<file path="src/rtl/vector_decode_seq.sv">
// Registered decode stage: one 32-bit instruction in, one micro-op out for scalar ops,
// BEATS = VLEN_ELEMS/LANES micro-ops out for vector ops (one per lane group).
module vector_decode_seq #(
  parameter int XLEN       = 32,
  parameter int IMM_W      = 16,
  parameter int REG_AW     = 5,
  parameter int VLEN_ELEMS = 8,
  parameter int LANES      = 4,
  localparam int BEATS     = VLEN_ELEMS / LANES,
  localparam int BW        = $clog2(BEATS) + 1,
  localparam int EW        = $clog2(VLEN_ELEMS) + 1
) (
  input  logic              clk,
  input  logic              rst_n,
  input  logic              flush,
  input  logic              in_valid,
  output logic              in_ready,
  input  logic [31:0]       in_instr,
  output logic              uop_valid,
  input  logic              uop_ready,
  output logic              uop_vec,
  output logic              uop_illegal,
  output logic [5:0]        uop_opcode,
  output logic [REG_AW-1:0] uop_rd,
  output logic [REG_AW-1:0] uop_rs1,
  output logic [REG_AW-1:0] uop_rs2,
  output logic [XLEN-1:0]   uop_imm,
  output logic [BW-1:0]     uop_beat,
  output logic [EW-1:0]     uop_elem_base,
  output logic              uop_last,
  output logic              dbg_state
);

  if (LANES < 1 || (VLEN_ELEMS % LANES) != 0) begin : g_bad_lanes
    $error("vector_decode_seq: LANES must divide VLEN_ELEMS");
  end

  // Handshakes: a transfer happens on a cycle where valid & ready are both high at the
  // rising edge; valid never depends on ready, and a presented uop holds until taken.
  typedef enum logic {EMPTY = 1'b0, ISSUE = 1'b1} state_t;

  state_t            state_q, state_d;
  logic              vec_q, ill_q;
  logic [5:0]        op_q;
  logic [REG_AW-1:0] rd_q, rs1_q, rs2_q;
  logic [XLEN-1:0]   imm_q;
  logic [BW-1:0]     beat_q;
  logic [EW-1:0]     eb_q;
  logic              last_beat, hs, accept;

  assign last_beat = (beat_q == BW'(BEATS - 1));
  assign uop_valid = (state_q == ISSUE);
  // Gated by valid so every uop_* output reads 0 out of reset.
  assign uop_last  = uop_valid & (~vec_q | ill_q | last_beat);
  assign hs        = uop_valid & uop_ready;
  assign in_ready  = rst_n & ~flush & ((state_q == EMPTY) | (hs & uop_last));
  assign accept    = in_valid & in_ready;

  assign uop_vec       = vec_q;
  assign uop_illegal   = ill_q;
  assign uop_opcode    = op_q;
  assign uop_rd        = rd_q;
  assign uop_rs1       = rs1_q;
  assign uop_rs2       = rs2_q;
  assign uop_imm       = imm_q;
  assign uop_beat      = beat_q;
  assign uop_elem_base = eb_q;
  assign dbg_state     = state_q;

  always_ff @(posedge clk or negedge rst_n) begin
    if (!rst_n) state_q <= EMPTY;
    else        state_q <= state_d;
  end

  always_comb begin
    state_d = state_q;
    if (flush)                state_d = EMPTY;
    else if (accept)          state_d = ISSUE;
    else if (hs && uop_last)  state_d = EMPTY;
  end

  always_ff @(posedge clk or negedge rst_n) begin
    if (!rst_n) begin
      vec_q  <= 1'b0;
      ill_q  <= 1'b0;
      op_q   <= '0;
      rd_q   <= '0;
      rs1_q  <= '0;
      rs2_q  <= '0;
      imm_q  <= '0;
      beat_q <= '0;
      eb_q   <= '0;
    end else if (flush) begin
      beat_q <= '0;
      eb_q   <= '0;
    end else if (accept) begin
      vec_q  <= in_instr[31];
      ill_q  <= (in_instr[31:30] == 2'b11);
      op_q   <= in_instr[31:26];
      rd_q   <= in_instr[21 +: REG_AW];
      rs1_q  <= in_instr[16 +: REG_AW];
      rs2_q  <= in_instr[11 +: REG_AW];
      imm_q  <= {{(XLEN-IMM_W){in_instr[IMM_W-1]}}, in_instr[IMM_W-1:0]};
      beat_q <= '0;
      eb_q   <= '0;
    end else if (hs && !uop_last) begin
      // uop_last caps the count at BEATS-1, so it can never wrap.
      beat_q <= beat_q + BW'(1);
      eb_q   <= eb_q + EW'(LANES);
    end
  end

endmodule

</file>
<file path="config.mk">
export PLATFORM = sky130hd
export DESIGN_NAME = vector_decode_seq
export DESIGN_NICKNAME = d
export VERILOG_FILES = /design/src/rtl/vector_decode_seq.sv
export SDC_FILE = /design/constraint.sdc
export NUM_CORES = 1
export LEC_CHECK = 0
export CAP_MARGIN = 15
export CELL_PAD_IN_SITES_DETAIL_PLACEMENT = 1
export CELL_PAD_IN_SITES_GLOBAL_PLACEMENT = 1
export CORE_ASPECT_RATIO = 1.25
export CORE_MARGIN = 10
export CORE_UTILIZATION = 29
export CTS_BUF_LIST = sky130_fd_sc_hd__clkbuf_8
export DETAILED_ROUTE_END_ITERATION = 6
export PLACE_DENSITY = 0.81
export SLEW_MARGIN = 10
export SYNTH_ARGS = -nofsm -noshare
export SYNTH_HDL_FRONTEND = slang
export SYNTH_SLANG_ARGS = --single-unit
</file>
<file path="constraint.sdc">
create_clock -name clk -period 2.1 [get_ports clk]
set_input_delay 0.42 -clock clk [delete_from_list [all_inputs] [get_ports clk]]
set_output_delay 0.42 -clock clk [all_outputs]
set_load 0.005 [all_outputs]
</file>
**Word level (Yosys, flattened, before mapping)**

Index checks and enable logic that the tools add are counted.

- Output and inout port bits: 65
- Logic and storage cells: 41
- Bits of input ports: 37
- Register bits: 46

- Reductions and logical operators: 6
- Add/subtract/negate cells: 2
- Multiplexer cells: 9
- Bitwise logic cells: 12
- Equality and inequality tests: 2

Operators by type and width:

| kind | number |
|---|---|
| 4-bit two-way mux | 3 |
| 1-bit AND | 6 |
| 2-bit two-way mux | 3 |
| 3-bit nonzero test | 2 |
| 4-bit by 3-bit adder with 4-bit output (second input constant) | 1 |
| 1-bit two-way mux | 3 |
| 1-bit inverter | 3 |
| 1-bit bitwise OR | 3 |
| 2-bit by 1-bit adder with 2-bit output (second input constant) | 1 |
| 2-bit by 1-bit == test with 1-bit output (second input constant) | 1 |
| 2-bit == test (second input constant) | 1 |
| 1-bit logical AND | 2 |
| 2-bit AND reduction | 1 |
| 1-bit zero test | 1 |

**Logic depth before layout (Yosys ltp)**

Gate-level depths: netlist of run 1.

- Depth after elaboration: 10
- Mapped depth: 6
- Gate-level depth less buffers: 5

**Worst setup path after synthesis of run 1**

Ideal clock, no wire load.

- Kind: reg-to-reg
- Start: register beat_q[1], in the netlist uop_beat[1]
- End: register imm_q[1], in the netlist uop_imm[1]
- Setup slack: 0.289 ns
- Cell stages (with the launch flop): 7
- Library setup time: 0.125 ns
- Arrival time: 1.686 ns
- Path buffers: 1
- Period minus slack after synthesis: 1.811 ns
- Path through: dfrtp_1 > inv_1 > ha_1 > and4bb_2 > nor4_4 > buf_4 > mux2_2

- Longest elaborated chain between the ends: 8

Ends and longest elaborated chain:

| item | RTL line | source |
|---|---|---|
| start: declaration | 47 | `logic [BW-1:0] beat_q;` |
| start signal: assignment | 108 | `beat_q <= beat_q + BW'(1);` |
| 2-bit by 1-bit == test with 1-bit output | 51 | `assign last_beat = (beat_q == BW'(BEATS - 1));` |
| 1-bit bitwise OR | 54 | `assign uop_last = uop_valid & (~vec_q \| ill_q \| last_beat);` |
| 1-bit AND | 54 |  |
| 1-bit AND | 56 | `assign in_ready = rst_n & ~flush & ((state_q == EMPTY) \| (hs & uop_last));` |
| 1-bit bitwise OR | 56 |  |
| 1-bit AND | 56 |  |
| 1-bit AND | 57 | `assign accept = in_valid & in_ready;` |
| 2-bit AND reduction (no line) | -- |  |
| end signal: assignment | 103 | `imm_q <= {{(XLEN-IMM_W){in_instr[IMM_W-1]}}, in_instr[IMM_W-1:0]};` |
| end: declaration | 46 | `logic [XLEN-1:0] imm_q;` |

Every way passes these cells.
A chain may end at the register's enable or synchronous reset.

**Final worst setup path of run 1**

- Start: register beat_q[1], in the netlist uop_beat[1]
- End: output port uop_last

- Longest elaborated chain between the ends: 3

Ends and longest elaborated chain:

| item | RTL line | source |
|---|---|---|
| 2-bit by 1-bit == test with 1-bit output | 51 |  |
| 1-bit bitwise OR | 54 |  |
| 1-bit AND | 54 |  |
| end: declaration | 30 | `output logic uop_last,` |

Every way passes these cells.

==> results of run 1 <==
==> final timing paths <==
kind                                        endpoint  slack [ps]  cells after the start                     from
min in group clk              uop_imm[0]$_DFFE_PN0P_         490                      1   uop_imm[0]$_DFFE_PN0P_
max in group asynchronous  uop_opcode[2]$_DFFE_PN0P_        1540                      2                    rst_n
hold reg to reg               uop_imm[0]$_DFFE_PN0P_         490                      1   uop_imm[0]$_DFFE_PN0P_
setup / recovery                            uop_last          80                      5  uop_beat[1]$_DFFE_PN0P_
hold / removal               uop_imm[10]$_DFFE_PN0P_         220                      2                    rst_n
setup reg to reg           uop_opcode[1]$_DFFE_PN0P_         220                      6  uop_beat[1]$_DFFE_PN0P_
==> per-layer routing <==
metal,vias up,share of wire (%),global-route usage [%],wire (um)
li1,598,-,-,-
met1,661,34,9.39,1730
met2,58,55,20.0,2830
met3,2,11,5.65,556
met4,0,0.31,2.73,16
met5,-,0,0,0
==> through the flow <==
step	cells	setup slack [ps]	TNS (ps)	util (%)	hold slack (ps)
2_1_floorplan	132	289	0	-	124
3_3_place_gp	276	-74.4	-2020	46.1	469
3_5_place_dp	276	-156	-4060	46.1	478
4_1_cts	285	-5.92	-5.92	48.1	234
5_1_grt	287	15.7	0	48.4	254
6_report	287	76.6	0	48.4	216
==> registers in the layout, indices dropped and copies added, names as in the netlist <==
name,count
dbg_state,1
uop_beat,2
uop_elem_base,2
uop_illegal,1
uop_imm,11
uop_opcode,5
uop_rd,5
uop_rs1,5
uop_rs2,5
uop_vec,1
==> layout by cell type (no fill, tap or decap) <==
cell type,synthesis,final
sky130_fd_sc_hd__a21oi_1,4,4
sky130_fd_sc_hd__a31o_2,1,1
sky130_fd_sc_hd__and2_1,1,1
sky130_fd_sc_hd__and4bb_2,1,1
sky130_fd_sc_hd__buf_12,0,1
sky130_fd_sc_hd__buf_2,0,1
sky130_fd_sc_hd__buf_4,28,10
sky130_fd_sc_hd__bufinv_16,0,1
sky130_fd_sc_hd__clkbuf_8,0,5
sky130_fd_sc_hd__clkdlybuf4s15_1,0,1
sky130_fd_sc_hd__clkdlybuf4s50_1,0,96
sky130_fd_sc_hd__clkinv_2,0,2
sky130_fd_sc_hd__conb_1,1,2
sky130_fd_sc_hd__dfrtp_1,38,38
sky130_fd_sc_hd__dlygate4sd2_1,0,1
sky130_fd_sc_hd__ha_2,0,1
sky130_fd_sc_hd__inv_1,4,4
sky130_fd_sc_hd__mux2_1,4,4
sky130_fd_sc_hd__mux2_2,28,28
sky130_fd_sc_hd__mux2i_1,1,1
sky130_fd_sc_hd__nand2_1,3,3
sky130_fd_sc_hd__nand2b_1,1,1
sky130_fd_sc_hd__nand3_1,1,1
sky130_fd_sc_hd__nor2b_1,1,1
sky130_fd_sc_hd__nor3_1,1,1
sky130_fd_sc_hd__nor4_4,1,1
sky130_fd_sc_hd__o21ai_0,4,4
sky130_fd_sc_hd__o41ai_1,1,1
sky130_fd_sc_hd__or3_1,4,4
sky130_fd_sc_hd__or3b_4,0,1
==> power breakdown <==
| group | internal (mW) | switching (mW) | total (mW) |
|---|---|---|---|
| sequential | 0.878 | 0.103 | 0.981 |
| clock | 0.350 | 0.264 | 0.613 |
| combinational | 0.602 | 0.244 | 0.846 |
| total | 1.83 | 0.611 | 2.44 |
==> kinds of logic after synthesis <==
family          synth area share [%]
flops                           54.9
buf+inv                         13.2
mux                             21.4
simple gates                    6.21
compound gates                  3.32
fa+ha+maj                      0.722
other cells                    0.217
==> repair_timing <==
action	CTS	global route
setup buffers	1	2
pin swaps	0	1
setup endpoints to repair	2	1
gates cloned	0	0
resized for setup	3	2
==> layout make-up <==
class | count | area, um2 | share of cell area, %
well taps | 66 | 82.6 | 2.95
repair buffers | 110 | 1080 | 38.6
flip-flops and latches | 38 | 951 | 34.0
clock buffers | 5 | 68.8 | 2.46
multi-input cells | 61 | 561 | 20.0
inverters | 4 | 15.0 | 0.537
clock inverters | 3 | 40.0 | 1.43
==> critical path, stage by stage (launching register included) <==
cell and delay (ps):
sky130_fd_sc_hd__dfrtp_1 350, sky130_fd_sc_hd__inv_1 50, sky130_fd_sc_hd__ha_2 180, sky130_fd_sc_hd__or3b_4 370
sky130_fd_sc_hd__and2_1 160, sky130_fd_sc_hd__clkdlybuf4s15_1 210
==> flow_summary.yaml, run 1 <==
floorplanning:
  die_y_um: 106
  io-pin-count: 102
  die_w_um: 89.1
  die-area_um2: 9480
  core_um2: 5780
  floorplan.rows: 31
  floorplan.initialDensity_pct: 30.0
finish:
  nNetsFinal: 258
  layout.cell_area.non_filler_um2: 2800
  n_fill_cell: 611
  area_delta_synth_final_pct: 61.6
  num_antenna_cells: 0
  drive_gt1_share_pct: 24.0
global_routing:
  first_global_vias: 1470
  grt_antenna_before_repair: 0
  global_route.overflow_total: 0
  grt_max_degree: 39
  grt.total_usage_pct: 10.6
  grt_pass1_wl_um: 7850
drt:
  num_vias: 1319
  drc: 0
  avgViaCountPerCell: 4.60
  drt-total-wl_um: 5140
  drt-initial-drc-count: 37
  detail_route.first_pass.iterations: 4
  routedWlPerCell_um: 17.9
  ant_nets: 0
synthesis:
  ys_top_cells_by_count: "sky130_fd_sc_hd__dfrtp_1 (38), sky130_fd_sc_hd__buf_4 (28), sky130_fd_sc_hd__mux2_2 (28)"
  synth_sequential_area_ratio_pct: 54.9
  ys_types: 23
  async_flop_share_pct: 100
  synth_largest_area_cell: "sky130_fd_sc_hd__dfrtp_1"
  synth-main-ff-cell: "sky130_fd_sc_hd__dfrtp_1"
  synthTopCellsByArea: "sky130_fd_sc_hd__dfrtp_1 (55%), sky130_fd_sc_hd__mux2_2 (18%), sky130_fd_sc_hd__buf_4 (12%)"
  synthMostInstantiatedCell: "sky130_fd_sc_hd__dfrtp_1"
  yosysWarnings: 0
  edff_count_synth: 0
  avgSynthCellArea_um2: 13.2
  combined_area_of_all_synthesized_cells_um2: 1730
  synth-seq-cells: 38
  synth_top_cell_area_share_pct: 54.9
  netlist_instances: 131
cts:
  cts.path.max_buffers: 2
  clk_root_buffer_cell: "sky130_fd_sc_hd__clkbuf_8"
  clock_tree_from_tritoncts: "done"
  clock_insertion_delay_worst_skew_ps: 280
  cts-htree-levels: 2
  cts.clk_slew.worst_paths_ps: 80
  tritoncts_num_sinks: 38
  cts_hold_buf: 0
  cts_inserted_buffers: 5
run_status:
  outcome: "finished clean"
run:
  maxCapViolations: 0
worst_setup_path:
  critical_path_peak_fanout: 2
  cp_data_arrival_time_ps: 1600
  endpoint_kind: "output pin"
  timing.setup.critical_path_class: "reg -> out"
  crit_required_ps: 1680
  worst_setup_path_start_kind: "flip-flop"
timing:
  fin_crit_sh_pct: 96.4
  clock-skew-final_ps: 5.19
  finalSetupViolCount: 0
  report.final.slew_viol_count: 0
  fmax_mhz: 494
  setup_repair_after_global_routing_missed_its_margin: "no"
  finalWorstPathRequiredPeriod_ps: 2020
  hold_violations: 0
placed_design:
  finalWeightedCongestion: 0.685
  port_buffers: 99
  dp.final_hpwl_um: 4090
  placedInstanceArea_um2: 2660
worst_hold_path:
  min_path_type: "in -> async"
power:
  pwr_density_cell_nw_per_um2: 872
  leakage_power_figure_nw: 1.15
  max-vdd-ir-drop_v: 0.000445
  design_power_total_mw: 2.44
Note: power is estimated with default switching activity, not from simulation.
==> inputs of run 2 (changes only) <==
- MAX_ROUTING_LAYER: unset -> met4
==> run 2 against run 1 <==
Wire length about the same. Clock skew about the same. Via count decreased by 0.30%. Fmax decreased by 0.10%. Flip-flop and latch count unchanged. Critical endpoint unchanged. Highest routed layer unchanged.
==> flow_summary.yaml, run 2 (synthesis results as in run 1) <==
finish:
  nNetsFinal: 258
  final_core_util_pct: 48.4
  num_antenna_cells: 0
  mostFrequentLayoutCell: "sky130_fd_sc_hd__clkdlybuf4s50_1"
  largest_register_ff_count: 11
  drive_gt1_share_pct: 24.0
  most-common-layout-cells: "sky130_fd_sc_hd__clkdlybuf4s50_1 (96), sky130_fd_sc_hd__dfrtp_1 (38), sky130_fd_sc_hd__mux2_2 (28)"
  area_delta_synth_final_pct: 61.6
worst_setup_path:
  endpoint_kind: "output pin"
  critical_path_peak_fanout: 2
  worst_setup_path_start_kind: "flip-flop"
  rr_worst_depth: 6
  timing.setup.critical_path_class: "reg -> out"
  cp_data_arrival_time_ps: 1610
  crit_required_ps: 1680
power:
  pwr_density_cell_nw_per_um2: 873
  leakage_power_figure_nw: 1.15
  design_power_total_mw: 2.44
  max-vdd-ir-drop_v: 0.000446
timing:
  setup_tns_ps: 0
  holdWs_ps: 215
  hold_violations: 0
  finalWorstPathRequiredPeriod_ps: 2030
  fmax_mhz: 494
  fin_crit_sh_pct: 96.4
  finalSetupViolCount: 0
  clock-skew-final_ps: 5.22
  setup_repair_after_global_routing_missed_its_margin: "no"
  report.final.slew_viol_count: 0
drt:
  avgViaCountPerCell: 4.58
  detail_route.first_pass.iterations: 4
  drc: 0
  drt-initial-drc-count: 30
  routedWlPerCell_um: 17.9
  drt-total-wl_um: 5140
  num_vias: 1315
  ant_nets: 0
floorplanning:
  die_y_um: 106
  die-area_um2: 9480
  floorplan.rows: 31
  core_um2: 5780
  io-pin-count: 102
  die_w_um: 89.1
  floorplan.initialDensity_pct: 30.0
cts:
  tritoncts_num_sinks: 38
  clock_tree_from_tritoncts: "done"
  cts-htree-levels: 2
  cts.path.max_buffers: 2
  clk_root_buffer_cell: "sky130_fd_sc_hd__clkbuf_8"
  cts_inserted_buffers: 5
  clock_insertion_delay_worst_skew_ps: 280
  cts_hold_buf: 0
  cts.clk_slew.worst_paths_ps: 70
placed_design:
  port_buffers: 99
  finalWeightedCongestion: 0.692
  dp.final_hpwl_um: 4090
global_routing:
  first_global_vias: 1473
  grt_max_degree: 39
  grt.total_usage_pct: 10.9
  global_route.overflow_total: 0
  grt_antenna_before_repair: 0
  grt_pass1_wl_um: 7830
run_status:
  outcome: "finished clean"
worst_hold_path:
  min_path_type: "in -> async"
run:
  maxCapViolations: 0
run 2: cell counts in the layout (fill, tap and decap cells not counted):
Identical to the previous run, type by type.
run 2: worst paths after layout:
kind / start / endpoint / slack [ps]
hold reg to reg: uop_imm[0]$_DFFE_PN0P_ / uop_imm[0]$_DFFE_PN0P_ / 490
max in group asynchronous: rst_n / dbg_state$_DFFE_PN0P_ / 1540
setup reg to reg: uop_beat[1]$_DFFE_PN0P_ / uop_opcode[1]$_DFFE_PN0P_ / 220
min in group clk: uop_imm[0]$_DFFE_PN0P_ / uop_imm[0]$_DFFE_PN0P_ / 490
setup / recovery: uop_beat[1]$_DFFE_PN0P_ / uop_last / 70
hold / removal: rst_n / uop_imm[7]$_DFFE_PN0P_ / 210
run 2: through the flow:
stage	instances	cell area (um2)	setup WS (ps)
3_5_place_dp	276	2660	-156
2_1_floorplan	132	1740	289
4_1_cts	285	2780	-5.92
3_3_place_gp	276	2660	-74.4
5_1_grt	287	2800	15.7
6_report	287	2800	74.6
run 2: routing by layer:
| metal | up-vias | share of wire, % | wire, um | GRT usage, % |
|---|---|---|---|---|
| met1 | 656 | 35 | 1780 | 9.66 |
| met4 | 0 | 0.78 | 40 | 2.73 |
| met5 | - | 0 | 0 | - |
| li1 | 598 | - | - | - |
| met3 | 4 | 10 | 515 | 5.12 |
| met2 | 57 | 55 | 2810 | 20.0 |
run 2: what timing repair did:
action                     4_1_cts  5_1_grt
setup endpoints to repair        2        1
pin swaps                        0        1
buffers inserted                 1        2
gates resized for setup          3        2
run 2: critical path, stage by stage, from the launching register on:
cell	delay, ps
sky130_fd_sc_hd__dfrtp_1	350
sky130_fd_sc_hd__inv_1	50
sky130_fd_sc_hd__ha_2	180
sky130_fd_sc_hd__or3b_4	370
sky130_fd_sc_hd__and2_1	160
sky130_fd_sc_hd__clkdlybuf4s15_1	210
run 2: layout make-up:
class	count	area (um2)
fillers	611	2980
multi-input cells	61	561
flip-flops and latches	38	951
well taps	66	82.6
clock inverters	3	40.0
repair buffers	110	1080
clock buffers	5	68.8
inverters	4	15.0
run 2: report_power, final:
| part | total [mW] | internal (mW) | switching (mW) |
|---|---|---|---|
| Clock | 0.616 | 0.350 | 0.266 |
| Sequential | 0.982 | 0.878 | 0.104 |
| Combinational | 0.845 | 0.602 | 0.244 |
| Total | 2.44 | 1.83 | 0.614 |
